`config.mk`:
```
export PLATFORM = sky130hd
export DESIGN_NAME = sync_fifo_flags
export DESIGN_NICKNAME = d
export VERILOG_FILES = /design/src/rtl/sync_fifo_flags.sv
export SDC_FILE = /design/constraint.sdc
export NUM_CORES = 1
export LEC_CHECK = 0
export ABC_AREA = 0
export BUFFER_PORTS_ARGS = -buffer_cell sky130_fd_sc_hd__buf_2
export CELL_PAD_IN_SITES_DETAIL_PLACEMENT = 1
export CELL_PAD_IN_SITES_GLOBAL_PLACEMENT = 2
export CORE_UTILIZATION = 30
export DETAILED_ROUTE_END_ITERATION = 10
export PLACE_DENSITY = 0.61
export RECOVER_POWER = 100
export SLEW_MARGIN = 20
export SYNTH_ARGS = -nofsm -noshare
export SYNTH_HDL_FRONTEND = slang
export SYNTH_SLANG_ARGS = --single-unit
```
`constraint.sdc`:
```
create_clock -name i_clk -period 4.3 [get_ports i_clk]
set_clock_uncertainty 0.05 [all_clocks]
set_input_delay 1.075 -clock i_clk [delete_from_list [all_inputs] [get_ports i_clk]]
set_output_delay 1.075 -clock i_clk [all_outputs]
set_load 0.1 [all_outputs]
```
`src/rtl/sync_fifo_flags.sv`:
```
// Synchronous FIFO with arbitrary depth, fill count, almost-full/empty flags,
// sticky overflow/underflow and read-valid strobe. Define SYNC_FIFO_FWFT_EN for first-word fall-through.
module sync_fifo_flags #(
  parameter int WIDTH    = 8,
  parameter int DEPTH    = 8,
  parameter int AF_LEVEL = DEPTH - 2,
  parameter int AE_LEVEL = 2,
  localparam int CW      = $clog2(DEPTH + 1)
) (
  input  logic             i_clk,
  input  logic             i_rst,
  input  logic [WIDTH-1:0] i_wr_data,
  input  logic             i_wr,
  input  logic             i_rd,
  input  logic             i_clr_err,
  output logic [WIDTH-1:0] o_rd_data,
  output logic             o_rd_valid,
  output logic             o_full,
  output logic             o_empty,
  output logic             o_almost_full,
  output logic             o_almost_empty,
  output logic [CW-1:0]    o_count,
  output logic             o_overflow,
  output logic             o_underflow
);

  localparam int PW = (DEPTH > 1) ? $clog2(DEPTH) : 1;

  logic [WIDTH-1:0] mem [DEPTH];
  logic [PW-1:0]    wr_ptr;
  logic [PW-1:0]    rd_ptr;
  logic [CW-1:0]    count;
  logic             rd_acc;
  logic             wr_acc;
  logic             full_eff;

  // Request/accept semantics: i_wr and i_rd are single-cycle requests with no
  // back-pressure. A read is accepted whenever the FIFO holds data; a write is
  // accepted unless full, except that a full FIFO accepts a write paired with
  // an accepted read. Rejected requests are dropped and raise a sticky error.
  assign rd_acc   = i_rd & ~o_empty;
  assign full_eff = o_full & ~rd_acc;
  assign wr_acc   = i_wr & ~full_eff;

  assign o_count        = count;
  assign o_full         = (count == CW'(DEPTH));
  assign o_empty        = (count == '0);
  assign o_almost_full  = (count >= CW'(AF_LEVEL));
  assign o_almost_empty = (count <= CW'(AE_LEVEL));

  always_ff @(posedge i_clk) begin
    if (!i_rst && wr_acc) mem[wr_ptr] <= i_wr_data;
  end

  always_ff @(posedge i_clk) begin
    if (i_rst) begin
      wr_ptr <= '0;
      rd_ptr <= '0;
      count  <= '0;
    end else begin
      if (wr_acc) wr_ptr <= (wr_ptr == PW'(DEPTH - 1)) ? '0 : wr_ptr + 1'b1;
      if (rd_acc) rd_ptr <= (rd_ptr == PW'(DEPTH - 1)) ? '0 : rd_ptr + 1'b1;
      case ({wr_acc, rd_acc})
        2'b10:   count <= count + 1'b1;
        2'b01:   count <= count - 1'b1;
        default: count <= count;
      endcase
    end
  end

  // A new error on the same edge as a clear wins.
  always_ff @(posedge i_clk) begin
    if (i_rst) begin
      o_overflow  <= 1'b0;
      o_underflow <= 1'b0;
    end else begin
      o_overflow  <= (i_wr & ~wr_acc) | (o_overflow  & ~i_clr_err);
      o_underflow <= (i_rd & o_empty) | (o_underflow & ~i_clr_err);
    end
  end

`ifdef SYNC_FIFO_FWFT_EN
  assign o_rd_data  = o_empty ? '0 : mem[rd_ptr];
  assign o_rd_valid = ~o_empty;
`else
  logic [WIDTH-1:0] rd_data_q;
  logic             rd_valid_q;

  always_ff @(posedge i_clk) begin
    if (i_rst) begin
      rd_data_q  <= '0;
      rd_valid_q <= 1'b0;
    end else begin
      rd_valid_q <= rd_acc;
      if (rd_acc) rd_data_q <= mem[rd_ptr];
    end
  end

  assign o_rd_data  = rd_data_q;
  assign o_rd_valid = rd_valid_q;
`endif

endmodule

```
==> metrics.md <==
| Metric | Value |
|---|---|
| Max IR drop VDD | 0.378 mV |
| Crit Path Class | register to output port |
| Critical path, cell by cell | or4b_4 -> inv_1 -> clkbuf_1 |
| Hold buffer count at CTS | 0 |
| TritonCTS clock tree | done |
| Pwr Density | around 710 nW/um^2 |
| Status | finished clean |
| Max Cap Viol | 0 |
| Clock root buffer | clkbuf_16 |
| Reg2reg start | o_count[0] |
| Fin worst setup slack | around 0.87 ns |
| Setup violators final | 0 |
| Slowest cell on crit path | clkbuf_1 |
| Layout area overhead | 16.3% |
| #FFs+latches synth | 85 |
| Total grt overflow | 0 |
| H-tree depth | 3 |
| Core Footprint | 10900 um^2 |
| Register area share after synthesis | 0.687 |
| Layout Nets | 269 |
| Cell area after synthesis | around 3400 um^2 |
| Slew headroom | 0.0402 |
| Clk Latency, worst-skew pair | 0.33 ns |
| Clk slew on worst S/H paths | roughly 0.060 ns |
| Starting Density | 0.312 |
| CTS sink cnt | 85 |
| Worst slew pin tran | 1.43 ns |
| Flop-to-flop setup slack | 0.91 ns |
| Worst Path Max Fanout | 8 |
| Hold path start | o_rd_data[4] |
| Netlist cell types | 37 |
| Hold Path End | o_rd_data[4] |
| Hold crit path type | register to register |
| Max-slew violations | 0 |
| Die X | 109 um |
| Die ar. | 11800 um^2 |
| CP required | approximately 3.2 ns |
| Wirelength per Cell | about 18 um |
| Arrival time of the worst setup path | 2.30 ns |
| Largest net degree at the start of global routing | 26 |
| DP Worst Slack | approximately 1 ns |
| Clock buffer count from CTS | 9 |
| Clock Path Buffers | 2 |
| Warnings, synthesis | 0 |
| Final critical-path required period | about 3.4 ns |
| Row count | 38 |
| Chip height | about 110 um |
| Final Hold Fails | 0 |
| Setup bufs post-CTS | 0 |
| Worst Hold Path Cells | 2 |
| WHS | roughly 0.46 ns |
| All-layer global routing usage | 0.136 |
| RePlAce Congestion | roughly 0.67 |
| Number of fill cells | about 1.1k |
| Setup total negative slack | 0 ns |
| RSZ-0062 raised after global routing | false |
| Starting DRC count in detailed routing | 71 |
| Post-CTS sizing | 0 |
| Peak Freq | about 0.29 GHz |
| Share of cells above drive strength 1 | 0.186 |
| Drt first pass iters | 4 |
| Drt total wl | 7.15 mm |
| Lkg Pwr | between 1 and 1.5 nW |
| Io pins | 32 |
| Avg Synthesized Cell Area | about 16 um^2 |
| FF-to-FF End | o_count[3] |
| Startpoint Class | register |
| Total Power | around 2.8 mW |
| Via/cell ratio | 4.79 |
| Routed vias | 1883 |
| ANT cells | 0 |
| Cells after Synth | around 210 |
| Vias in the first global route | approximately 2.0k |
| Worst setup EP type | output port |
| Period Utilization, post-route | 0.798 |
| Initial antenna violation count | 0 |
| DRC viols | 0 |
| FF-to-FF path depth | 8 |
| Max stage delay on crit path | 0.85 ns |
| Input/output buffers | 31 |
| ANT nets after route | 0 |
| Syn nets | between 200 and 250 |
| Global-route wire length before repair | approximately 11 mm |
| Dpl hpwl | approximately 4.6 mm |
[per-layer routing]
layer  track usage  wire [um]  up-vias
met3        0.0332        228        7
met1         0.172       3220      959
met5             0          0        -
met2         0.220       3600       28
li1              -          -      889
met4        0.0608        102        0
[worst max-delay path by stage]
stage / start / end / slack (ns) / cells past startpoint
finish: o_count[3] / o_full / 0.87 / 3
global route: o_count[3] / o_count[3] / 0.53 / 8
CTS: o_count[0] / o_count[3] / 1.27 / 8
detailed placement: i_rd / o_count[3] / 1.00 / 9
global placement: i_rd / o_count[3] / 1.09 / 9
floorplan: o_count[1] / o_almost_empty / 0.04 / 1
[final cells by class]
class	count	area, um^2	area share
Sequential cell	85	2340	0.591
Clock buffer	11	233	0.0587
Clock inverter	5	62.6	0.0158
Inverter	5	18.8	0.00473
Timing Repair Buffer	36	143	0.0360
Tap cell	140	175	0.0442
Multi-Input combinational cell	111	992	0.250
[cells in the mapped netlist]
library cell  count  area (um^2)
a211oi_1          1         7.51
a21o_1            1         7.51
a21oi_1          12         60.1
and3_1            1         6.26
buf_2             3         15.0
buf_4             1         7.51
buf_6             1         11.3
clkbuf_1          5         18.8
dfxtp_1          21          420
edfxtp_1         64         1920
fa_1              1         20.0
ha_1              7         87.6
inv_1             4         15.0
inv_2             1         3.75
mux2i_1           1         10.0
mux4_2           16          360
nand2_1           7         26.3
nand2_2           1         6.26
nand2b_2          1         8.76
nand3_1           1         5.00
nand3b_1          2         15.0
nor2_1           24         90.1
nor2b_1           2         12.5
nor3_1            4         20.0
nor3_2            8         80.1
nor4_1            2         12.5
nor4b_1           1         8.76
o211ai_1          1         7.51
o21ai_4           1         16.3
o22ai_1           8         50.1
o31ai_1           1         7.51
o41ai_2           1         16.3
or3_1             1         6.26
or3b_1            1         8.76
or4_1             1         7.51
or4b_4            1         13.8
xor2_1            2         17.5
[power by group]
group | total [mW] | switching, mW | leakage, nW | internal (mW)
registers | 1.03 | 0.0754 | 0.750 | 0.953
logic | 1.01 | 0.788 | 0.396 | 0.223
clock network | 0.767 | 0.315 | 0.136 | 0.452
total | 2.81 | 1.18 | 1.28 | 1.63
[kinds of logic after synthesis]
logic type      after synthesis  share of synthesized area
flops                        85                      0.687
simple gates                 58                     0.0962
compound gates               26                     0.0506
mux                          17                      0.109
buf+inv                      15                     0.0209
fa+ha+maj                     8                     0.0316
xor+xnor                      2                    0.00514
[layout by cell type (no fill, tap or decap), types with 3 or more instances in the layout]
cell type,instances
clkbuf_1,34
inv_1,4
ha_1,7
buf_2,3
o22ai_1,8
dfxtp_1,21
nor3_1,4
clkbuf_16,9
nor2_1,24
nand2_1,7
a21oi_1,12
edfxtp_1,64
mux4_2,16
nor3_2,8
[worst max-delay path: cells and delay by family, from the launching register on]
| family | cells | cell delay (ns) |
|---|---|---|
| flip-flops | 1 | 0.49 |
| AND/OR/NAND/NOR | 1 | 0.55 |
| buffers and inverters | 2 | 0.93 |
[registers in the layout, summed over array words and instances (netlist names)]
name	flops
mem	64
o_rd_data	8
o_count	4
rd_ptr	3
wr_ptr	3
o_overflow	1
o_rd_valid	1
o_underflow	1
[stage by stage]
stage | std cells | cell area (um^2) | utilization
final | 393 | 3970 | 0.363
after global routing | 393 | 3970 | 0.363
after CTS | 393 | 4040 | 0.369
after detailed placement | 377 | 3740 | 0.342
after floorplan | 211 | 3420 | -
after global placement | 377 | 3740 | 0.342
Power figures use the tool's default switching activity.
